===== config.mk =====
export PLATFORM = sky130hd
export DESIGN_NAME = io_bus_master
export DESIGN_NICKNAME = d
export VERILOG_FILES = /design/src/rtl/io_bus_master_pkg.sv /design/src/rtl/io_lane_steer.sv /design/src/rtl/io_bus_master.sv
export SDC_FILE = /design/constraint.sdc
export NUM_CORES = 1
export LEC_CHECK = 0
export ABC_AREA = 1
export CORE_MARGIN = 2
export CORE_UTILIZATION = 42
export DETAILED_ROUTE_END_ITERATION = 7
export GPL_TIMING_DRIVEN = 0
export HOLD_SLACK_MARGIN = 0.12
export PLACE_DENSITY = 0.84
export SKIP_LAST_GASP = 1
export SYNTH_ARGS = -nofsm -noshare
export SYNTH_HDL_FRONTEND = slang
export SYNTH_SLANG_ARGS = --single-unit
export TNS_END_PERCENT = 1

===== constraint.sdc =====
create_clock -name clock -period 2 [get_ports clock]
set_clock_uncertainty 0.15 [all_clocks]
set_input_delay 0.2 -clock clock [delete_from_list [all_inputs] [get_ports clock]]
set_output_delay 0.2 -clock clock [all_outputs]
set_load 0.005 [all_outputs]

===== src/rtl/io_bus_master_pkg.sv =====
// Shared definitions for io_bus_master: FSM state encoding, lane-index width
// helper and inactive levels of the active-low bus controls.
package io_bus_master_pkg;

    typedef enum logic [2:0] {
        IO_ST_IDLE   = 3'd0,
        IO_ST_SETUP  = 3'd1,
        IO_ST_STROBE = 3'd2,
        IO_ST_HOLD   = 3'd3,
        IO_ST_RESP   = 3'd4
    } io_state_e;

    localparam logic IO_STROBE_INACTIVE = 1'b1;
    localparam logic IO_CS_INACTIVE     = 1'b1;

    // Number of byte-address bits that select a lane within one bus word.
    function automatic int io_lane_w(input int data_width);
        return $clog2(data_width / 8);
    endfunction

endpackage


===== src/rtl/io_lane_steer.sv =====
// Combinational byte-lane steering: write-byte replication, chip-select lane
// mask and read-byte extraction with zero extension.
module io_lane_steer
    import io_bus_master_pkg::*;
#(
    parameter  int DATA_WIDTH = 16,
    localparam int LANES      = DATA_WIDTH / 8,
    localparam int LANE_W     = io_lane_w(DATA_WIDTH)
) (
    input  logic [LANE_W-1:0]     i_lane,
    input  logic                  i_word,
    input  logic [DATA_WIDTH-1:0] i_wdata,
    input  logic [DATA_WIDTH-1:0] i_rdata,
    output logic [DATA_WIDTH-1:0] o_wdata,
    output logic [LANES-1:0]      o_cs_mask,
    output logic [DATA_WIDTH-1:0] o_rdata
);

    always_comb begin
        o_wdata   = i_word ? i_wdata : {LANES{i_wdata[7:0]}};
        o_cs_mask = '0;
        o_rdata   = '0;
        if (i_word) begin
            o_cs_mask = '1;
            o_rdata   = i_rdata;
        end else begin
            o_cs_mask[i_lane] = 1'b1;
            o_rdata[7:0]      = i_rdata[{i_lane, 3'b000} +: 8];
        end
    end

endmodule


===== src/rtl/io_bus_master.sv =====
// Timed external I/O bus master: SETUP/STROBE/HOLD phases with device ready.
// Optional strobe timeout is enabled by defining IO_TIMEOUT_EN.
module io_bus_master
    import io_bus_master_pkg::*;
#(
    parameter  int DATA_WIDTH     = 16,
    parameter  int ADDR_WIDTH     = 16,
    parameter  int SETUP_CYCLES   = 1,
    parameter  int STROBE_CYCLES  = 1,
    parameter  int HOLD_CYCLES    = 1,
    parameter  int TIMEOUT_CYCLES = 255,
    localparam int LANES          = DATA_WIDTH / 8,
    localparam int LANE_W         = io_lane_w(DATA_WIDTH),
    localparam int WADDR_W        = ADDR_WIDTH - LANE_W
) (
    input  logic                  clock,
    input  logic                  reset,
    input  logic                  req_valid,
    output logic                  req_ready,
    input  logic                  req_write,
    input  logic                  req_word,
    input  logic [ADDR_WIDTH-1:0] req_addr,
    input  logic [DATA_WIDTH-1:0] req_wdata,
    output logic                  resp_valid,
    output logic [DATA_WIDTH-1:0] resp_rdata,
    output logic                  resp_error,
    output logic [WADDR_W-1:0]    io_addr,
    output logic [DATA_WIDTH-1:0] io_data_out,
    output logic                  io_data_oe,
    input  logic [DATA_WIDTH-1:0] io_data_in,
    output logic [LANES-1:0]      io_cs_n,
    output logic                  io_rd_n,
    output logic                  io_wr_n,
    input  logic                  io_ready,
    output io_state_e             dbg_state
);

    // Handshake: a request transfers on the rising edge where req_valid and
    // req_ready are both high; resp_valid is a single-cycle pulse that the
    // requester must take, there is no response backpressure.

`ifdef IO_TIMEOUT_EN
    localparam int STROBE_SPAN = STROBE_CYCLES + TIMEOUT_CYCLES;
`else
    localparam int STROBE_SPAN = STROBE_CYCLES;
`endif
    localparam int CNT_MAX_A = (SETUP_CYCLES > HOLD_CYCLES) ? SETUP_CYCLES : HOLD_CYCLES;
    localparam int CNT_MAX   = (CNT_MAX_A > STROBE_SPAN) ? CNT_MAX_A : STROBE_SPAN;
    localparam int CNT_W     = (CNT_MAX < 2) ? 1 : $clog2(CNT_MAX);

    localparam logic [CNT_W-1:0] CNT_ONE    = CNT_W'(1);
    localparam logic [CNT_W-1:0] SETUP_LAST = CNT_W'(SETUP_CYCLES - 1);
    localparam logic [CNT_W-1:0] HOLD_LAST  = CNT_W'(HOLD_CYCLES - 1);

    io_state_e               r_state, w_nxt_state;
    logic [CNT_W-1:0]        r_cnt, w_nxt_cnt;
    logic [LANE_W-1:0]       r_lane, w_nxt_lane;
    logic                    r_word, w_nxt_word;
    logic                    r_write, w_nxt_write;
    logic [WADDR_W-1:0]      r_io_addr, w_nxt_addr;
    logic [DATA_WIDTH-1:0]   r_io_data_out, w_nxt_dout;
    logic                    r_io_data_oe, w_nxt_oe;
    logic [LANES-1:0]        r_io_cs_n, w_nxt_cs_n;
    logic                    r_io_rd_n, w_nxt_rd_n;
    logic                    r_io_wr_n, w_nxt_wr_n;
    logic                    r_resp_valid;
    logic                    r_resp_error, w_nxt_rerr;
    logic [DATA_WIDTH-1:0]   r_resp_rdata, w_nxt_rdata;

    logic [LANE_W-1:0]       w_req_lane;
    logic [LANE_W-1:0]       w_st_lane;
    logic                    w_st_word;
    logic [DATA_WIDTH-1:0]   w_st_wdata;
    logic [DATA_WIDTH-1:0]   w_st_rdata;
    logic [LANES-1:0]        w_cs_mask;
    logic                    w_misaligned;
    logic                    w_min_met;
    logic                    w_strobe_ok;
    logic                    w_timeout;
    logic                    w_cnt_run;

    assign w_req_lane   = req_addr[LANE_W-1:0];
    assign w_misaligned = req_word && (w_req_lane != '0);
    // While idle the steering works on the incoming request so SETUP can
    // present lane-correct data at the acceptance edge.
    assign w_st_lane    = (r_state == IO_ST_IDLE) ? w_req_lane : r_lane;
    assign w_st_word    = (r_state == IO_ST_IDLE) ? req_word   : r_word;
    assign w_min_met    = (int'(r_cnt) + 1) >= STROBE_CYCLES;
    assign w_strobe_ok  = w_min_met && io_ready;

`ifdef IO_TIMEOUT_EN
    localparam logic [CNT_W-1:0] TIMEOUT_LAST = CNT_W'(STROBE_SPAN - 1);
    assign w_timeout = (r_state == IO_ST_STROBE) && !w_strobe_ok && (r_cnt == TIMEOUT_LAST);
    assign w_cnt_run = 1'b1;
`else
    assign w_timeout = 1'b0;
    // Counter saturates once the minimum strobe width is reached.
    assign w_cnt_run = !w_min_met;
`endif

    io_lane_steer #(
        .DATA_WIDTH (DATA_WIDTH)
    ) u_steer (
        .i_lane    (w_st_lane),
        .i_word    (w_st_word),
        .i_wdata   (req_wdata),
        .i_rdata   (io_data_in),
        .o_wdata   (w_st_wdata),
        .o_cs_mask (w_cs_mask),
        .o_rdata   (w_st_rdata)
    );

    always_comb begin
        w_nxt_state = r_state;
        w_nxt_cnt   = r_cnt;
        w_nxt_lane  = r_lane;
        w_nxt_word  = r_word;
        w_nxt_write = r_write;
        w_nxt_addr  = r_io_addr;
        w_nxt_dout  = r_io_data_out;
        w_nxt_oe    = r_io_data_oe;
        w_nxt_cs_n  = r_io_cs_n;
        w_nxt_rd_n  = r_io_rd_n;
        w_nxt_wr_n  = r_io_wr_n;
        w_nxt_rerr  = r_resp_error;
        w_nxt_rdata = r_resp_rdata;
        case (r_state)
            IO_ST_IDLE: begin
                if (req_valid) begin
                    w_nxt_lane  = w_req_lane;
                    w_nxt_word  = req_word;
                    w_nxt_write = req_write;
                    w_nxt_cnt   = '0;
                    w_nxt_rdata = '0;
                    w_nxt_rerr  = w_misaligned;
                    if (w_misaligned) begin
                        w_nxt_state = IO_ST_RESP;
                    end else begin
                        w_nxt_state = IO_ST_SETUP;
                        w_nxt_addr  = req_addr[ADDR_WIDTH-1:LANE_W];
                        w_nxt_cs_n  = ~w_cs_mask;
                        w_nxt_oe    = req_write;
                        if (req_write) begin
                            w_nxt_dout = w_st_wdata;
                        end
                    end
                end
            end
            IO_ST_SETUP: begin
                if (r_cnt == SETUP_LAST) begin
                    w_nxt_state = IO_ST_STROBE;
                    w_nxt_cnt   = '0;
                    w_nxt_rd_n  = r_write ? IO_STROBE_INACTIVE : ~IO_STROBE_INACTIVE;
                    w_nxt_wr_n  = r_write ? ~IO_STROBE_INACTIVE : IO_STROBE_INACTIVE;
                end else begin
                    w_nxt_cnt = r_cnt + CNT_ONE;
                end
            end
            IO_ST_STROBE: begin
                if (w_strobe_ok || w_timeout) begin
                    w_nxt_state = IO_ST_HOLD;
                    w_nxt_cnt   = '0;
                    w_nxt_rd_n  = IO_STROBE_INACTIVE;
                    w_nxt_wr_n  = IO_STROBE_INACTIVE;
                    w_nxt_rerr  = w_timeout;
                    w_nxt_rdata = (w_timeout || r_write) ? '0 : w_st_rdata;
                end else if (w_cnt_run) begin
                    w_nxt_cnt = r_cnt + CNT_ONE;
                end
            end
            IO_ST_HOLD: begin
                if (r_cnt == HOLD_LAST) begin
                    w_nxt_state = IO_ST_RESP;
                    w_nxt_cnt   = '0;
                    w_nxt_cs_n  = {LANES{IO_CS_INACTIVE}};
                    w_nxt_oe    = 1'b0;
                end else begin
                    w_nxt_cnt = r_cnt + CNT_ONE;
                end
            end
            IO_ST_RESP: begin
                w_nxt_state = IO_ST_IDLE;
            end
            default: begin
                w_nxt_state = IO_ST_IDLE;
            end
        endcase
    end

    always_ff @(posedge clock) begin
        if (reset) begin
            r_state       <= IO_ST_IDLE;
            r_cnt         <= '0;
            r_lane        <= '0;
            r_word        <= 1'b0;
            r_write       <= 1'b0;
            r_io_addr     <= '0;
            r_io_data_out <= '0;
            r_io_data_oe  <= 1'b0;
            r_io_cs_n     <= {LANES{IO_CS_INACTIVE}};
            r_io_rd_n     <= IO_STROBE_INACTIVE;
            r_io_wr_n     <= IO_STROBE_INACTIVE;
            r_resp_valid  <= 1'b0;
            r_resp_error  <= 1'b0;
            r_resp_rdata  <= '0;
        end else begin
            r_state       <= w_nxt_state;
            r_cnt         <= w_nxt_cnt;
            r_lane        <= w_nxt_lane;
            r_word        <= w_nxt_word;
            r_write       <= w_nxt_write;
            r_io_addr     <= w_nxt_addr;
            r_io_data_out <= w_nxt_dout;
            r_io_data_oe  <= w_nxt_oe;
            r_io_cs_n     <= w_nxt_cs_n;
            r_io_rd_n     <= w_nxt_rd_n;
            r_io_wr_n     <= w_nxt_wr_n;
            r_resp_valid  <= (w_nxt_state == IO_ST_RESP);
            r_resp_error  <= w_nxt_rerr;
            r_resp_rdata  <= w_nxt_rdata;
        end
    end

    assign req_ready   = (r_state == IO_ST_IDLE) && !reset;
    assign resp_valid  = r_resp_valid;
    assign resp_error  = r_resp_error;
    assign resp_rdata  = r_resp_rdata;
    assign io_addr     = r_io_addr;
    assign io_data_out = r_io_data_out;
    assign io_data_oe  = r_io_data_oe;
    assign io_cs_n     = r_io_cs_n;
    assign io_rd_n     = r_io_rd_n;
    assign io_wr_n     = r_io_wr_n;
    assign dbg_state   = r_state;

endmodule


==> results of run 1 <==
synthesized netlist by cell type, drive strengths merged:
cell type	number	area share
o21ai	39	0.077
clkbuf	6	0.0088
dfxtp	61	0.48
o22ai	2	0.0049
inv	32	0.047
a21oi	30	0.065
a31oi	2	0.0049
nor2	64	0.11
nand3	24	0.056
nand4	1	0.0025
nand3b	1	0.0044
nand2	68	0.12
a211oi	1	0.0029
clkinv	1	0.0020
buf	6	0.019
per-layer routing:
| metal | share of wire | global-route usage | vias to the layer above |
|---|---|---|---|
| li1 | - | - | 1350 |
| met1 | 0.44 | 0.275 | 1248 |
| met3 | 0.071 | 0.0582 | 16 |
| met5 | 0 | 0 | - |
| met4 | 0.014 | 0.0867 | 0 |
| met2 | 0.47 | 0.385 | 104 |
per-stage QoR:
stage / instance area [sq um] / util / power (uW) / instances / hold WS, ns
after floorplan: 2550 / - / 1690 / 338 / 0.175
after global routing: 4020 / 0.683 / 3500 / 543 / 0.297
after global placement: 3740 / 0.636 / 2030 / 523 / 0.301
after CTS: 4020 / 0.682 / 3360 / 543 / 0.282
after detailed placement: 3740 / 0.636 / 2040 / 523 / 0.300
final: 4020 / 0.683 / 3350 / 543 / 0.288
cells by family after synthesis:
group	after synthesis	share of synthesized area
AO/OA/AOI/OAI	74	0.154
AND/OR/NAND/NOR	158	0.290
flip-flops	61	0.479
buffers and inverters	45	0.0771
worst min-delay path by stage:
stage | from | endpoint
finish | reset | r_cnt$_SDFFE_PP0P_
global route | req_addr[10] | io_addr[9]$_SDFFE_PP0P_
CTS | reset | r_cnt$_SDFFE_PP0P_
detailed placement | r_lane$_SDFFE_PP0P_ | r_lane$_SDFFE_PP0P_
global placement | r_lane$_SDFFE_PP0P_ | r_lane$_SDFFE_PP0P_
floorplan | req_wdata[3] | io_data_out[11]$_SDFFE_PP0P_
worst max-delay path: cells and delay by family, from the launching register on:
| family | cells | cell delay (ns) |
|---|---|---|
| flip-flops | 1 | 0.37 |
| AND/OR/NAND/NOR | 3 | 0.37 |
| buffers and inverters | 1 | 0.52 |
registers in the layout (all words and copies together), names as in the netlist:
signal and cells:
r_write 1, r_lane 1, r_cnt 1, io_data_oe 1, io_cs_n 2, io_data_out 16
io_addr 15, resp_valid 1, dbg_state 3, io_wr_n 1, resp_rdata 16, r_word 1
io_rd_n 1, resp_error 1
cell type report:
| type | instances | area (sq um) |
|---|---|---|
| fill | 483 | 1860 |
| buffer | 12 | 71.3 |
| timing repair buffer | 114 | 1140 |
| sequential | 61 | 1220 |
| clock inverter | 7 | 114 |
| tap | 75 | 93.8 |
| inverter | 33 | 125 |
| multi-input combinational | 232 | 1140 |
| clock buffer | 9 | 124 |
where the power goes:
part	internal, uW	total (uW)	switching, uW
combinational	345	690	345
clock	823	1320	495
sequential	1300	1350	47.6
repair_timing:
action	4_1_cts	5_1_grt
endpoints found under the hold margin	3	0
hold buffers	2	0
endpoints found under the setup margin	1	1
resized for setup	0	2
pin swaps	1	0
buffers inserted	2	0
==> flow_summary.yaml, run 1 <==
clock_network:
  clockBufferDepth: 2
  cts.sinks: 61
  cts_buffers: 9
  clock-root-buffer: "clkbuf_8"
  clk_latency_ns: 0.33
  cts_max_level: 3
  clkTransAtPathRegs_ns: 0.07
  cts_tree: "done"
setup_path:
  cp-endpoint: "req_ready"
  end_kind: "output pin"
  reg2reg_depth: 10
  r2r_slack_ns: 0.23
  path_class: "reg -> out"
  worstPathCellList: "nor2_4 -> nand2_4 -> nor2_1 -> clkdlybuf4s50_1"
  startpoint: "dbg_state[2]$_SDFF_PP0_"
  cp.arrival_ns: 1.59
  cpMaxStageDelayCell: "clkdlybuf4s50_1"
  cp.required_ns: 1.65
  slowest_delay_ns: 0.52
  setup.worst_path.start_class: "flip-flop"
  rr_endpoint: "io_data_out[14]$_SDFFE_PP0P_"
  crit_fanout: 5
  r2r_start: "dbg_state[2]$_SDFF_PP0_"
yosys:
  synth_cell_types: 26
  ys_seq_elements: 61
  postSynthAreaPerCell_sq_um: 7.54
  yosysSeqAreaShare: 0.479
  synth_area_sq_um: 2550
  synthCells: 338
  yosysWarningCount: 0
  syn-num-nets: 392
sta:
  fmax_ghz: 0.514
  rsz0062_at_grt: "no"
  hold_violations: 0
  setup-violations-final: 0
  finalSetupTns_ns: 0
  min_period_over_period: 0.972
  slew_violations: 0
  period_minus_slack_ns: 1.94
  slew-limit-headroom: 0.647
  worstMarginPinSlew_ns: 0.530
  setup_slack_ns: 0.0556
place:
  place_hpwl_um: 5250
  post-place-ws_ns: 0.135
  place.port_buffers: 110
  gp_congestion: 0.875
finish:
  mostFrequentLayoutCells: "110 x clkdlybuf4s50_1, 62 x nand2_1, 60 x nor2_1, 60 x dfxtp_1"
  final_common_cell: "clkdlybuf4s50_1"
  drive_gt1_frac: 0.107
  area_growth_pct: 57.8
  fin_nets: 517
  antennaDiodeCount: 0
grt:
  grt_max_degree: 12
  track_usage: 0.227
  antenna_found_initial: 0
  grt.overflow.total: 0
  grt_first_pass_wirelength_um: 11800
  grt_pass1_vias: 2567
run:
  cap_violations: 0
route:
  vias_per_cell: 5.01
  avgRoutedWirePerCell_um: 13.5
  wl_um: 7330
  drt-initial-drc-count: 106
  drtAntennaViolNets: 0
  dr_total_vias: 2718
  drc: 0
  drtPass1Iterations: 4
die:
  core_sq_um: 5890
  pin_count: 112
  initial_core_util: 0.433
  die_width_um: 81.9
  die_y_um: 81.9
  num_rows: 28
  die_area_sq_um: 6710
min_path:
  hold_path_class: "in -> reg"
  hold_depth: 3
outcome:
  status: "completed"
power:
  p_leak_uw: 0.00165
  p_per_area_nw_per_um2: 834
  irDropWorstVdd_mv: 0.720
Power figures use the tool's default switching activity.
==> inputs of run 2 (changes only) <==
CORE_ASPECT_RATIO = 1.75   (was not set)
==> run 2 against run 1 <==
Hold slack worse by 0.00064 ns; total power down 2.1%; combinational power is 2% higher.
==> flow_summary.yaml, run 2 (same netlist as run 1, synthesis figures left out) <==
route:
  avgRoutedWirePerCell_um: 14.4
  vias_per_cell: 4.94
  drtPass1Iterations: 4
  dr_total_vias: 2702
  drtAntennaViolNets: 0
  wl_um: 7880
  drc: 0
  drt-initial-drc-count: 163
grt:
  grt_pass1_vias: 2724
  grt.overflow.total: 0
  grt_max_degree: 11
  track_usage: 0.240
  grt_first_pass_wirelength_um: 12600
  antenna_found_initial: 0
place:
  place_hpwl_um: 5670
  gp_congestion: 0.820
  dp_cells: 526
  place.port_buffers: 110
finish:
  antennaDiodeCount: 0
  drive_gt1_frac: 0.104
  post-route-util: 0.685
  area_growth_pct: 58.0
  mostFrequentLayoutCells: "109 x clkdlybuf4s50_1, 62 x nand2_1, 60 x nor2_1, 60 x dfxtp_1"
  fin_nets: 518
  final_cells: 547
  final_common_cell: "clkdlybuf4s50_1"
power:
  p_per_area_nw_per_um2: 815
  irDropWorstVdd_mv: 0.518
  p_leak_uw: 0.00166
die:
  die_width_um: 62.9
  pin_count: 112
  initial_core_util: 0.433
  core_sq_um: 5880
  die_area_sq_um: 6730
  num_rows: 37
  die_y_um: 107
setup_path:
  setup.worst_path.start_class: "flip-flop"
  slowest_delay_ns: 0.43
  crit_fanout: 10
  cpMaxStageDelayCell: "dfxtp_1"
  cp.depth: 8
  critPathTopFamily: "buffers and inverters"
  cp.required_ns: 2.12
  end_kind: "flip-flop"
  worst-path-buf-inv: 4
  path_class: "reg -> reg"
  worstPathCellList: "inv_2 -> buf_4 -> nand4_1 -> nand2_1 -> inv_2 -> buf_2 -> nand2_1 -> a21oi_1"
  reg2reg_depth: 8
  cp.arrival_ns: 1.89
min_path:
  hold_depth: 3
  hold_path_class: "in -> reg"
run:
  cap_violations: 0
sta:
  slew_violations: 0
  fmax_ghz: 0.564
  hold_violations: 0
  slew-limit-headroom: 0.685
  period_minus_slack_ns: 1.77
  min_period_over_period: 0.886
  rsz0062_at_grt: "no"
  setup-violations-final: 0
  finalSetupTns_ns: 0
  worstMarginPinSlew_ns: 0.472
clock_network:
  clkTransAtPathRegs_ns: 0.07
  clock-root-buffer: "clkbuf_8"
  clk_latency_ns: 0.34
  cts_tree: "done"
  clockBufferDepth: 2
  cts_buffers: 9
  cts_max_level: 3
  cts.sinks: 61
outcome:
  status: "completed"
[run 2: cell types whose count changed in the layout (fill, tap and decap cells not counted)]
cell	delta
dlymetal6s2s_1	+1
clkdlybuf4s50_1	-1
clkbuf_8	+2
bufinv_16	-1
clkinv_4	-1
dlygate4sd3_1	+1
clkinv_2	-1
clkbuf_1	+1
[run 2: power by group]
part / internal, uW / leakage, uW / total (uW) / switching (uW)
Clock: 766 / 0.000116 / 1240 / 470
Combinational: 347 / 0.00105 / 701 / 354
Sequential: 1300 / 0.000499 / 1350 / 48.6
[run 2: layout make-up]
class,count,area [sq um]
buffer,12,71.3
clock buffer,12,155
clock inverter,4,70.1
fill,504,1850
inverter,33,125
multi-input combinational,232,1140
sequential,61,1220
tap,78,97.6
timing repair buffer,115,1150
[run 2: final timing paths]
kind | startpoint | endpoint | slack [ns]
hold / removal | reset | r_cnt$_SDFFE_PP0P_ | 0.29
setup / recovery | dbg_state[0]$_SDFF_PP0_ | resp_rdata[12]$_SDFFE_PP0P_ | 0.23
hold reg to reg | resp_rdata[15]$_SDFFE_PP0P_ | resp_rdata[15]$_SDFFE_PP0P_ | 0.31
setup reg to reg | dbg_state[0]$_SDFF_PP0_ | resp_rdata[12]$_SDFFE_PP0P_ | 0.23
[run 2: worst min-delay path, cell delays in order]
cell	delay (ns)
clkbuf_1	0.15
clkbuf_1	0.26
nor2_1	0.14
[run 2: layer usage]
layer  part of all wire  GRT usage  up-vias
li1                   -          -     1343
met1               0.37      0.240     1209
met2               0.54      0.438      121
met3              0.046     0.0483       29
met4              0.042      0.160        0
met5                  0          0        -
[run 2: stage by stage]
| step | total power, uW | area, sq um | setup slack, ns | hold slack, ns |
|---|---|---|---|---|
| detailed placement | 2050 | 3750 | 0.116 | 0.305 |
| global placement | 2030 | 3750 | 0.144 | 0.300 |
| floorplan | 1690 | 2550 | 0.489 | 0.175 |
| finish | 3280 | 4030 | 0.227 | 0.287 |
| CTS | 3290 | 4020 | 0.00829 | 0.284 |
| global route | 3430 | 4030 | 0.100 | 0.305 |
[run 2: what timing repair did]
action | CTS | global route
hold buffers | 3 | 0
pin swaps | 1 | 1
resized for setup | 0 | 3
setup buffers | 2 | 0
endpoints found under the setup margin | 1 | 1
hold endpoints to repair | 3 | 0
